--- src/rtl/fifo_uart_tx.sv ---
// fifo_uart_tx: pops one word per frame from a registered-read FIFO and
// serialises it as start, data (LSB first), optional parity and stop bits.
module fifo_uart_tx #(
    parameter int DATA_WIDTH   = 8,
    parameter int CLKS_PER_BIT = 16,
    parameter int STOP_BITS    = 1,
    parameter int PARITY_EN    = 0,
    parameter int PARITY_ODD   = 0
) (
    input  logic                  clk,
    input  logic                  reset,
    input  logic                  enable,
    input  logic                  fifo_empty,
    output logic                  fifo_read,
    input  logic [DATA_WIDTH-1:0] fifo_read_data,
    output logic                  tx,
    output logic                  busy,
    output logic                  frame_done
);
    localparam int BW = $clog2(CLKS_PER_BIT);
    localparam int CW = $clog2(DATA_WIDTH + 1);
    localparam logic [BW-1:0] BAUD_LAST = BW'(CLKS_PER_BIT - 1);
    localparam logic [CW-1:0] DATA_LAST = CW'(DATA_WIDTH - 1);
    localparam logic [CW-1:0] STOP_LAST = CW'(STOP_BITS - 1);

    typedef enum logic [2:0] {
        IDLE, FETCH, LOAD, START, DATA, PARITY, STOP
    } state_t;

    state_t                state;
    state_t                state_next;
    logic [BW-1:0]         baud;
    logic [CW-1:0]         bit_cnt;
    logic [DATA_WIDTH-1:0] shift;
    logic [DATA_WIDTH-1:0] shift_next;
    logic                  parity_bit;
    logic                  tx_next;
    logic                  bit_end;

    assign bit_end   = (baud == BAUD_LAST);
    assign fifo_read = (state == FETCH);
    assign busy      = (state != IDLE);

    always_comb begin
        state_next = state;
        case (state)
            IDLE:    if (enable && !fifo_empty) state_next = FETCH;
            FETCH:   state_next = LOAD;
            LOAD:    state_next = START;
            START:   if (bit_end) state_next = DATA;
            DATA: begin
                if (bit_end && bit_cnt == DATA_LAST)
                    state_next = (PARITY_EN != 0) ? PARITY : STOP;
            end
            PARITY:  if (bit_end) state_next = STOP;
            STOP:    if (bit_end && bit_cnt == STOP_LAST) state_next = IDLE;
            default: state_next = IDLE;
        endcase
    end

    // tx is registered from the level the next state will drive.
    always_comb begin
        shift_next = shift;
        if (state == LOAD)
            shift_next = fifo_read_data;
        else if (state == DATA && bit_end)
            shift_next = shift >> 1;
        tx_next = 1'b1;
        case (state_next)
            START:   tx_next = 1'b0;
            DATA:    tx_next = shift_next[0];
            PARITY:  tx_next = parity_bit;
            default: tx_next = 1'b1;
        endcase
    end

    always_ff @(posedge clk) begin
        if (reset) begin
            state      <= IDLE;
            baud       <= '0;
            bit_cnt    <= '0;
            shift      <= '0;
            parity_bit <= 1'b0;
            tx         <= 1'b1;
            frame_done <= 1'b0;
        end else begin
            state      <= state_next;
            shift      <= shift_next;
            tx         <= tx_next;
            frame_done <= (state == STOP) && (state_next == IDLE);
            if (state == LOAD)
                parity_bit <= (^fifo_read_data) ^ (PARITY_ODD != 0);
            if (state inside {START, DATA, PARITY, STOP})
                baud <= bit_end ? '0 : baud + 1'b1;
            else
                baud <= '0;
            // Cleared on every state entry; counts data bits, then stop bits.
            if (state_next != state)
                bit_cnt <= '0;
            else if (bit_end)
                bit_cnt <= bit_cnt + 1'b1;
        end
    end
endmodule

--- config.mk ---
export PLATFORM = sky130hd
export DESIGN_NAME = fifo_uart_tx
export DESIGN_NICKNAME = d
export VERILOG_FILES = /design/src/rtl/fifo_uart_tx.sv
export SDC_FILE = /design/constraint.sdc
export NUM_CORES = 1
export LEC_CHECK = 0
export BUFFER_PORTS_ARGS = -buffer_cell sky130_fd_sc_hd__buf_2
export CAP_MARGIN = 40
export CORE_MARGIN = 5
export CORE_UTILIZATION = 50
export CTS_CLUSTER_SIZE = 16
export DETAILED_ROUTE_END_ITERATION = 8
export GPL_ROUTABILITY_DRIVEN = 1
export PLACE_DENSITY = 0.74
export SYNTH_ARGS = -nofsm -noshare
export SYNTH_HDL_FRONTEND = slang
export SYNTH_SLANG_ARGS = --single-unit
--- constraint.sdc ---
create_clock -name clk -period 2 [get_ports clk]
set_clock_uncertainty 0.1 [all_clocks]
set_input_delay 0.3 -clock clk [delete_from_list [all_inputs] [get_ports clk]]
set_output_delay 0.3 -clock clk [all_outputs]
set_load 0.05 [all_outputs]
# Yosys cells after proc, flatten, opt, wreduce, memory -nomap -nowiden
# Index checks and enable logic that the tools add are counted.
# classes
bitwise_logic,1
mux,9
n_addsub,2
n_eq_ne,12
reduce_logical,15
# op_table
cell,count
3-bit case mux with 7 select lines,1
8-bit two-way mux,2
"3-bit == test, second input constant",5
3-bit two-way mux,5
"3-bit by 2-bit == test with 1-bit output, second input constant",3
"4-bit by 1-bit adder with 4-bit output, second input constant",2
8-bit XOR reduction,1
3-bit logical NOT,2
1-bit logical AND,5
"4-bit by 3-bit == test with 1-bit output, second input constant",1
"4-bit == test, second input constant",1
4-bit logical NOT,1
4-bit nonzero test,1
"3-bit by 1-bit == test with 1-bit output, second input constant",1
3-bit inequality test,1
1-bit case mux with 3 select lines,1
3-bit nonzero test,1
3-bit OR reduction,1
2-bit nonzero test,1
2-bit OR reduction,1
1-bit logical NOT,1
1-bit NOT,1
# word_totals
ff_bits,22
inputBits,12
out_inout_bits,4

# Logic depth before layout (Yosys ltp)
# Gate-level depths: netlist of run 1.
# depth
ltp_word,6
depth_mapped,7
ltp_nobuf,7

# Worst setup path after synthesis of run 1
# OpenSTA, ideal clock, no wires.
# synth_path
path_type,register to register
startpoint,register baud[0]
endpoint,register tx
path_stages_with_launch,8
setup_ns,0.123
path_slack_ns,0.111
t_required_ns,1.777
synth_period_minus_slack_ns,1.889
t_arrival_ns,1.666
path_cell_list,dfxtp_1 -> ha_1 -> and3_1 -> buf_4 -> or3b_2 -> o211ai_2 -> mux2i_1 -> a2bb2oi_1
# synth_via
elab_chain_cells,6
elab_cells_between_ends,15
cone_classes,eq/ne (4); mux (8); reduce/logical (3)
# synth_rtl
item,line,source
start: declaration,32,logic [BW-1:0] baud;
start signal: assignment,94,baud <= bit_end ? '0 : baud + 1'b1;
4-bit == test *,40,assign bit_end = (baud == BAUD_LAST);
"1-bit logical AND, on equally long branches","56, 52",
"3-bit two-way mux, on equally long branches","56, 52",
3-bit case mux with 7 select lines,46,case (state)
3-bit == test / 3-bit by 2-bit == test with 1-bit output (equally long branches),69,case (state_next)
1-bit case mux with 3 select lines *,69,
end signal: assignment,89,tx <= tx_next;
end: declaration,16,"output logic tx,"
# Every way passes the cells marked *; elsewhere a longest branch is shown, timed or not. The select of a mux whose other input is x is not followed.
# A chain may end at the register's enable or synchronous reset.

# Worst setup path in the final report of run 1
# layout_path
startpoint,register baud[0]
endpoint,register bit_cnt[1]
# layout_via
elab_chain_cells,6
elab_cells_between_ends,10
cone_classes,eq/ne (2); mux (5); reduce/logical (3)
# layout_rtl
item,line,source
4-bit == test *,40,
"1-bit logical AND, on equally long branches","56, 52",
"3-bit two-way mux, on equally long branches","56, 52",
3-bit case mux with 7 select lines,46,
3-bit inequality test,98,if (state_next != state)
2-bit OR reduction (no line),n/a,
end signal: assignment,101,bit_cnt <= bit_cnt + 1'b1;
end: declaration,33,logic [CW-1:0] bit_cnt;
# Every way passes the cells marked *; elsewhere a longest branch is shown, timed or not.

==> impl_results.html, run 1 <==
<table>
<tr><th>Metric</th><th>Value</th></tr>
<tr><th colspan="2">Outcome</th></tr>
<tr><td>Run status</td><td>completed</td></tr>
<tr><th colspan="2">Worst setup path</th></tr>
<tr><td>Largest fanout of any net on the critical path</td><td>4</td></tr>
<tr><td>Worst-case register-to-register setup slack</td><td>0.13 ns</td></tr>
<tr><td>CP endpoint kind</td><td>flop</td></tr>
<tr><td>Setup CP Type</td><td>flop to flop</td></tr>
<tr><td>Worst path required time</td><td>2.12 ns</td></tr>
<tr><td>Sort of element at the start of the critical path</td><td>flop</td></tr>
<tr><td>Worst Path Arrival</td><td>2.00 ns</td></tr>
<tr><th colspan="2">Route</th></tr>
<tr><td>DRT Pass-1 Iters</td><td>4</td></tr>
<tr><td>Final antenna-violating net count</td><td>0</td></tr>
<tr><td>Violation count after the first detailed-routing iteration</td><td>25</td></tr>
<tr><td>Final Routed Wirelength</td><td>2.28 mm</td></tr>
<tr><td>Via count normalized by instance count</td><td>5.53</td></tr>
<tr><td>DRC viols</td><td>0</td></tr>
<tr><td>Detail-routed net length per standard cell</td><td>12.7 µm</td></tr>
<tr><td>Vias after detailed routing</td><td>996</td></tr>
<tr><th colspan="2">Die</th></tr>
<tr><td>Number of top-level pins</td><td>16</td></tr>
<tr><td>Core area</td><td>0.00223 mm²</td></tr>
<tr><td>Die W</td><td>58.5 µm</td></tr>
<tr><td>Starting density of the core</td><td>0.527</td></tr>
<tr><td>Area of the die</td><td>0.00342 mm²</td></tr>
<tr><td>Vertical die dimension</td><td>58.5 µm</td></tr>
<tr><td>Rows</td><td>17</td></tr>
<tr><th colspan="2">Power</th></tr>
<tr><td>Net switching power of the design</td><td>251 µW</td></tr>
<tr><td>P_leak</td><td>0.000541 µW</td></tr>
<tr><td>Share of power burned in registers</td><td>0.542</td></tr>
<tr><td>Highest ir drop seen on vdd</td><td>0.532 mV</td></tr>
<tr><td>Comb power frac</td><td>0.244</td></tr>
<tr><td>Cell internal power dissipation</td><td>628 µW</td></tr>
<tr><td>Share of total power consumed by net switching</td><td>0.286</td></tr>
<tr><td>Power per cell area</td><td>659 mW/mm²</td></tr>
<tr><td>Clock Power Share</td><td>0.214</td></tr>
<tr><th colspan="2">Final layout</th></tr>
<tr><td>Share of final-layout standard cells stronger than drive strength 1</td><td>0.217</td></tr>
<tr><td>Number of nets in the layout</td><td>169</td></tr>
<tr><td>Fill cell total of the finished layout</td><td>209</td></tr>
<tr><td>FF+latch area</td><td>440 µm²</td></tr>
<tr><td>Area of combinational cells with multiple inputs</td><td>697 µm²</td></tr>
<tr><td>Final core utilization</td><td>0.597</td></tr>
<tr><td>Count of inserted antenna diode cells</td><td>0</td></tr>
<tr><td>Area growth, synth to finish</td><td>13.4%</td></tr>
<tr><td>Finished layout cell area</td><td>0.00133 mm²</td></tr>
<tr><th colspan="2">Timing</th></tr>
<tr><td>Final critical path time including I/O delays and setup</td><td>1.87 ns</td></tr>
<tr><td>Setup repair after global routing missed its margin</td><td>false</td></tr>
<tr><td>Final count of hold timing violations</td><td>0</td></tr>
<tr><td>Tightest hold margin</td><td>0.157 ns</td></tr>
<tr><td>Final number of setup-violating endpoints</td><td>0</td></tr>
<tr><td>Period Utilization, post-route</td><td>0.937</td></tr>
<tr><td>Highest achievable clock rate</td><td>534 MHz</td></tr>
<tr><td>Max-slew violation count</td><td>0</td></tr>
<tr><td>Post-route setup TNS</td><td>0 ns</td></tr>
<tr><td>Slew margin rel.</td><td>0.746</td></tr>
<tr><td>Worst slew pin tran</td><td>0.378 ns</td></tr>
<tr><th colspan="2">Clocking</th></tr>
<tr><td>Clk pin slew, worst setup/hold paths</td><td>0.12 ns</td></tr>
<tr><td>Cell chosen for the clock root</td><td>clkbuf_4</td></tr>
<tr><td>Number of sinks driven by the clock tree</td><td>22</td></tr>
<tr><td>Deepest level of the CTS H-tree</td><td>1</td></tr>
<tr><td>Number of buffers created by CTS</td><td>3</td></tr>
<tr><td>CTS max path bufs</td><td>2</td></tr>
<tr><td>Clock tree from TritonCTS</td><td>built</td></tr>
<tr><td>Post-CTS repair timing setup buffer count</td><td>0</td></tr>
<tr><td>Hold-fix buffers, CTS</td><td>0</td></tr>
<tr><td>Source-to-sink clock delay at the later pin of the worst-skew pair</td><td>0.29 ns</td></tr>
<tr><th colspan="2">Logic synthesis</th></tr>
<tr><td>Register bit total from synthesis</td><td>22</td></tr>
<tr><td>Cell variety after synth</td><td>36</td></tr>
<tr><td>Synth Net Count</td><td>151</td></tr>
<tr><td>Most used DFF post-synth</td><td>dfxtp_1</td></tr>
<tr><td>Sequential-to-total area share from yosys stat</td><td>0.374</td></tr>
<tr><td>Warnings, synthesis</td><td>0</td></tr>
<tr><td>Netlist Area Pre-Place</td><td>0.00118 mm²</td></tr>
<tr><td>Number of standard cells after synthesis</td><td>136</td></tr>
<tr><td>Number of enable-type register cells in the synthesized netlist</td><td>0</td></tr>
<tr><td>Average instance area after synthesis</td><td>8.65 µm²</td></tr>
<tr><td>Post-synthesis async set-or-reset flop share</td><td>0</td></tr>
<tr><th colspan="2">Global routing</th></tr>
<tr><td>Pin count of the biggest net entering global routing</td><td>18</td></tr>
<tr><td>Total global routing track utilization</td><td>0.140</td></tr>
<tr><td>Number of global-route vias before repair</td><td>905</td></tr>
<tr><td>Initial antenna violation count</td><td>0</td></tr>
<tr><td>Wire length of the first global-routing pass</td><td>3.87 mm</td></tr>
<tr><td>Final global-route overflow total</td><td>0</td></tr>
<tr><th colspan="2">Flow run</th></tr>
<tr><td>Number of violations of the max-capacitance limit</td><td>0</td></tr>
<tr><th colspan="2">Placed design</th></tr>
<tr><td>Half-perimeter wire length after detailed placement</td><td>1.75 mm</td></tr>
<tr><td>Cell Area, Placed</td><td>0.00130 mm²</td></tr>
<tr><td>Port-buffer cells</td><td>15</td></tr>
<tr><td>Final Wtd Congestion</td><td>0.862</td></tr>
<tr><th colspan="2">Worst hold path</th></tr>
<tr><td>Tightest Hold Check Type</td><td>input pin to flop</td></tr>
</table>
[critical path, cell delays in order, from the launching register on]
cell and delay [ns]:
dfxtp_1 0.37, ha_2 0.21, and3_4 0.21, nand2_1 0.07, a311o_1 0.35, a221o_1 0.37, a21oi_1 0.13
[cells in the final DEF (no fill, tap or decap), types with 4 or more instances in the layout]
| cell | n |
|---|---|
| a211oi_1 | 7 |
| a21oi_1 | 4 |
| buf_2 | 15 |
| buf_4 | 6 |
| dfxtp_1 | 22 |
| inv_1 | 5 |
| mux2i_1 | 7 |
| nand2_1 | 12 |
| nor2_1 | 16 |
| nor2b_1 | 6 |
| xnor2_1 | 9 |
[registers in the layout (all words and copies together), names as in the netlist]
register,flops
baud,4
bit_cnt,4
parity_bit,1
state,3
tx,1
shift,8
frame_done,1
[worst paths after layout]
kind                      from         end  cells after the start
min reg2reg            baud[0]     baud[0]                      1
min          fifo_read_data[7]    shift[7]                      3
max reg2reg            baud[0]  bit_cnt[1]                      6
max                    baud[0]  bit_cnt[1]                      6
[per-stage QoR]
| stage | std cells | total power (µW) | setup slack (ns) |
|---|---|---|---|
| 2_1_floorplan | 136 | 643 | 0.111 |
| 3_3_place_gp | 177 | 691 | 0.145 |
| 3_5_place_dp | 177 | 698 | 0.112 |
| 4_1_cts | 180 | 886 | 0.0680 |
| 5_1_grt | 180 | 930 | 0.00245 |
| 6_report | 180 | 879 | 0.126 |
[cells in the mapped netlist, types with 2 or more instances]
cell type / instances / share of area
or3b_2: 3 / 0.022
nor2b_1: 6 / 0.032
nand2_1: 12 / 0.038
a311o_1: 2 / 0.017
inv_1: 5 / 0.016
nand3b_1: 2 / 0.013
o21ai_0: 3 / 0.013
nor2_1: 16 / 0.051
clkbuf_1: 6 / 0.019
xor2_1: 3 / 0.022
a21oi_1: 4 / 0.017
xnor2_1: 9 / 0.067
ha_1: 3 / 0.032
a211oi_1: 8 / 0.051
nand3_1: 3 / 0.013
o31a_1: 2 / 0.015
dfxtp_1: 22 / 0.37
or3_1: 2 / 0.011
or2_2: 2 / 0.011
mux2i_1: 7 / 0.060
[cell type report]
type,instances,area share
Multi-Input combinational cell,101,0.523
Sequential cell,22,0.330
Timing Repair Buffer,21,0.0901
Tap cell,28,0.0263
Clock buffer,3,0.0169
Inverter,5,0.0141
[per-layer routing]
metal | up-vias | part of all wire | track usage
li1 | 505 | - | -
met1 | 470 | 0.47 | 0.183
met2 | 19 | 0.47 | 0.236
met3 | 2 | 0.050 | 0.0373
met4 | 0 | 0.0079 | 0.0199
met5 | - | 0 | 0
[cells by family (layout without fill, tap and decap cells)]
logic type	Yosys count	count (layout)	synth area share
simple gates	54	54	0.238
xor+xnor	12	12	0.0894
fa+ha+maj	3	3	0.0319
compound gates	25	25	0.161
flops	22	22	0.374
buf+inv	13	29	0.0457
mux	7	7	0.0596
[power by group through the flow]
stage,Sequential [µW],Combinational (µW),Clock (µW)
floorplan,488,154,0
global placement,484,207,0
detailed placement,485,212,0
CTS,476,213,197
global route,479,235,217
finish,476,214,188
[timing repair]
item | in CTS | in global routing
endpoints found under the setup margin | 0 | 8
hold endpoints to repair | 0 | 0
gates resized for setup | 0 | 4
(Power assumes the default switching activity.)
==> run 2, diff against run 1 <==
--- a/config.mk
+++ b/config.mk
@@ -13,6 +13,7 @@
 export DETAILED_ROUTE_END_ITERATION = 8
 export GPL_ROUTABILITY_DRIVEN = 1
 export PLACE_DENSITY = 0.74
+export REMOVE_ABC_BUFFERS = 1
 export SYNTH_ARGS = -nofsm -noshare
 export SYNTH_HDL_FRONTEND = slang
 export SYNTH_SLANG_ARGS = --single-unit
==> impl_results.html, run 2 (synthesis gave the netlist of run 1 again) <==
<table>
<tr><th>Metric</th><th>Value</th></tr>
<tr><th colspan="2">Global routing</th></tr>
<tr><td>Wire length of the first global-routing pass</td><td>3.90 mm (+0.72%)</td></tr>
<tr><td>Pin count of the biggest net entering global routing</td><td>18 (unchanged)</td></tr>
<tr><td>Final global-route overflow total</td><td>0 (unchanged)</td></tr>
<tr><td>Number of global-route vias before repair</td><td>933 (+3.1%)</td></tr>
<tr><td>Total global routing track utilization</td><td>0.146 (+0.00578)</td></tr>
<tr><td>Initial antenna violation count</td><td>0 (unchanged)</td></tr>
<tr><th colspan="2">Die</th></tr>
<tr><td>Starting density of the core</td><td>0.527 (unchanged)</td></tr>
<tr><td>Core area</td><td>0.00223 mm² (unchanged)</td></tr>
<tr><td>Number of top-level pins</td><td>16 (unchanged)</td></tr>
<tr><td>Area of the die</td><td>0.00342 mm² (unchanged)</td></tr>
<tr><td>Die W</td><td>58.5 µm (unchanged)</td></tr>
<tr><td>Vertical die dimension</td><td>58.5 µm (unchanged)</td></tr>
<tr><td>Rows</td><td>17 (unchanged)</td></tr>
<tr><th colspan="2">Clocking</th></tr>
<tr><td>Deepest level of the CTS H-tree</td><td>1 (unchanged)</td></tr>
<tr><td>Clock tree from TritonCTS</td><td>built</td></tr>
<tr><td>Number of sinks driven by the clock tree</td><td>22 (unchanged)</td></tr>
<tr><td>Clk pin slew, worst setup/hold paths</td><td>0.12 ns (about the same)</td></tr>
<tr><td>CTS max path bufs</td><td>2 (unchanged)</td></tr>
<tr><td>Source-to-sink clock delay at the later pin of the worst-skew pair</td><td>0.32 ns (+0.03 ns)</td></tr>
<tr><td>Number of buffers created by CTS</td><td>3 (unchanged)</td></tr>
<tr><td>Cell chosen for the clock root</td><td>clkbuf_4</td></tr>
<tr><th colspan="2">Worst hold path</th></tr>
<tr><td>Hold endpoint</td><td>shift[7]</td></tr>
<tr><td>Tightest Hold Check Type</td><td>input pin to flop</td></tr>
<tr><td>Number of cells on the worst hold path</td><td>3 (unchanged)</td></tr>
<tr><td>Critical hold path startpoint</td><td>fifo_read_data[7]</td></tr>
<tr><th colspan="2">Placed design</th></tr>
<tr><td>Post-Place Worst Slack</td><td>0.0970 ns (-0.0154 ns)</td></tr>
<tr><td>Port-buffer cells</td><td>15 (unchanged)</td></tr>
<tr><td>Half-perimeter wire length after detailed placement</td><td>1.70 mm (-2.8%)</td></tr>
<tr><td>Placed insts</td><td>177 (unchanged)</td></tr>
<tr><td>Cell Area, Placed</td><td>0.00130 mm² (unchanged)</td></tr>
<tr><td>Final Wtd Congestion</td><td>0.786 (-8.8%)</td></tr>
<tr><th colspan="2">Worst setup path</th></tr>
<tr><td>CP endpoint kind</td><td>flop</td></tr>
<tr><td>R2r startpoint</td><td>baud[0]</td></tr>
<tr><td>R2R Path End</td><td>bit_cnt[1]</td></tr>
<tr><td>Number of cells on the worst reg-to-reg path</td><td>6 (unchanged)</td></tr>
<tr><td>Worst-case register-to-register setup slack</td><td>0.11 ns (-0.02 ns)</td></tr>
<tr><td>Worst Path Arrival</td><td>2.05 ns (+0.05 ns)</td></tr>
<tr><td>Setup CP Type</td><td>flop to flop</td></tr>
<tr><td>Largest fanout of any net on the critical path</td><td>4 (unchanged)</td></tr>
<tr><td>Worst path required time</td><td>2.16 ns (+0.04 ns)</td></tr>
<tr><td>Sort of element at the start of the critical path</td><td>flop</td></tr>
<tr><th colspan="2">Final layout</th></tr>
<tr><td>Count of inserted antenna diode cells</td><td>0 (unchanged)</td></tr>
<tr><td>Leading cell types in the layout, fill and taps excluded</td><td>dfxtp_1, nor2_1, buf_2</td></tr>
<tr><td>Share of final-layout standard cells stronger than drive strength 1</td><td>0.222 (+0.00512)</td></tr>
<tr><td>Flip-flop count of the largest register after layout</td><td>8 (unchanged)</td></tr>
<tr><td>Fill cell total of the finished layout</td><td>201 (-3.8%)</td></tr>
<tr><td>Largest registers</td><td>shift x8, baud x4, bit_cnt x4</td></tr>
<tr><td>Most common cell after layout, fill and taps aside</td><td>dfxtp_1</td></tr>
<tr><td>Post-route insts no fill</td><td>181 (+0.56%)</td></tr>
<tr><td>Area growth, synth to finish</td><td>14.4%</td></tr>
<tr><td>Number of nets in the layout</td><td>169 (unchanged)</td></tr>
<tr><td>Final core utilization</td><td>0.602 (+0.00504)</td></tr>
<tr><td>Finished layout cell area</td><td>0.00135 mm² (+0.84%)</td></tr>
<tr><td>Biggest register</td><td>shift</td></tr>
<tr><th colspan="2">Flow run</th></tr>
<tr><td>Number of violations of the max-capacitance limit</td><td>0 (unchanged)</td></tr>
<tr><th colspan="2">Timing</th></tr>
<tr><td>Highest achievable clock rate</td><td>528 MHz (-1.1%)</td></tr>
<tr><td>Setup slack after layout</td><td>0.106 ns (-0.0203 ns)</td></tr>
<tr><td>Post-route setup TNS</td><td>0 ns (unchanged)</td></tr>
<tr><td>Worst slew pin tran</td><td>0.395 ns (+0.0170 ns)</td></tr>
<tr><td>Setup repair after global routing missed its margin</td><td>false</td></tr>
<tr><td>Period Utilization, post-route</td><td>0.947 (+0.0102)</td></tr>
<tr><td>Max-slew violation count</td><td>0 (unchanged)</td></tr>
<tr><td>Final count of hold timing violations</td><td>0 (unchanged)</td></tr>
<tr><td>Final number of setup-violating endpoints</td><td>0 (unchanged)</td></tr>
<tr><td>Slew margin rel.</td><td>0.734 (-0.0114)</td></tr>
<tr><td>Final critical path time including I/O delays and setup</td><td>1.89 ns (+0.0203 ns)</td></tr>
<tr><th colspan="2">Route</th></tr>
<tr><td>Vias after detailed routing</td><td>985 (-1.1%)</td></tr>
<tr><td>Via count normalized by instance count</td><td>5.44 (-1.7%)</td></tr>
<tr><td>Final antenna-violating net count</td><td>0 (unchanged)</td></tr>
<tr><td>DRT Pass-1 Iters</td><td>4 (unchanged)</td></tr>
<tr><td>Violation count after the first detailed-routing iteration</td><td>12 (-52%)</td></tr>
<tr><td>Detail-routed net length per standard cell</td><td>12.6 µm (-0.29%)</td></tr>
<tr><td>DRC viols</td><td>0 (unchanged)</td></tr>
<tr><td>Final Routed Wirelength</td><td>2.28 mm (+0.26%)</td></tr>
<tr><th colspan="2">Power</th></tr>
<tr><td>P_leak</td><td>0.000546 µW (+0.91%)</td></tr>
<tr><td>Highest ir drop seen on vdd</td><td>0.386 mV (-27%)</td></tr>
<tr><td>Power per cell area</td><td>698 mW/mm² (+5.9%)</td></tr>
<tr><th colspan="2">Outcome</th></tr>
<tr><td>Run status</td><td>completed</td></tr>
</table>
run 2: metal layers:
metal	wire length, µm	global-route usage	up-vias
met5	0	0	-
met4	50	0.0828	0
met3	111	0.0351	5
met2	1100	0.246	22
met1	1020	0.168	450
li1	-	-	508
run 2: layout make-up:
cell class                      count  area [µm²]  area share
Inverter                            5        18.8      0.0140
Sequential cell                    22         440       0.327
Tap cell                           28        35.0      0.0260
Timing Repair Buffer               21         120      0.0893
Multi-Input combinational cell    101         694       0.516
Clock buffer                        4        36.3      0.0270
run 2: power breakdown:
group          switching (µW)  internal, µW
logic                     119          93.6
clock network             140           111
registers                11.5           463
run 2: how the worst max path moves through the flow:
| stage | start | end | slack, ns | cells past startpoint |
|---|---|---|---|---|
| 2_1_floorplan | baud[0] | bit_cnt[1] | 0.11 | 6 |
| 4_1_cts | baud[0] | shift[3] | 0.07 | 6 |
| 3_3_place_gp | baud[0] | bit_cnt[1] | 0.16 | 6 |
| 6_report | baud[0] | bit_cnt[1] | 0.11 | 6 |
| 3_5_place_dp | baud[0] | shift[3] | 0.1 | 6 |
| 5_1_grt | baud[0] | bit_cnt[3] | 0.002 | 6 |
run 2: per-stage QoR:
stage,total power [µW],hold slack [ns]
floorplan,635,0.269
global placement,691,0.331
detailed placement,698,0.343
CTS,946,0.143
global route,982,0.150
finish,938,0.147
run 2: critical path, stage by stage, from the launching register on:
cell and delay (ns):
dfxtp_1 0.38, ha_2 0.23, and3_4 0.21, nand2_1 0.07, a311o_1 0.35, a221o_1 0.37
a21oi_1 0.12
run 2: what timing repair did:
action / in CTS / in global routing
endpoints found under the setup margin: 0 / 9
hold buffers: 0 / 0
setup buffers: 0 / 0
resized for setup: 0 / 3
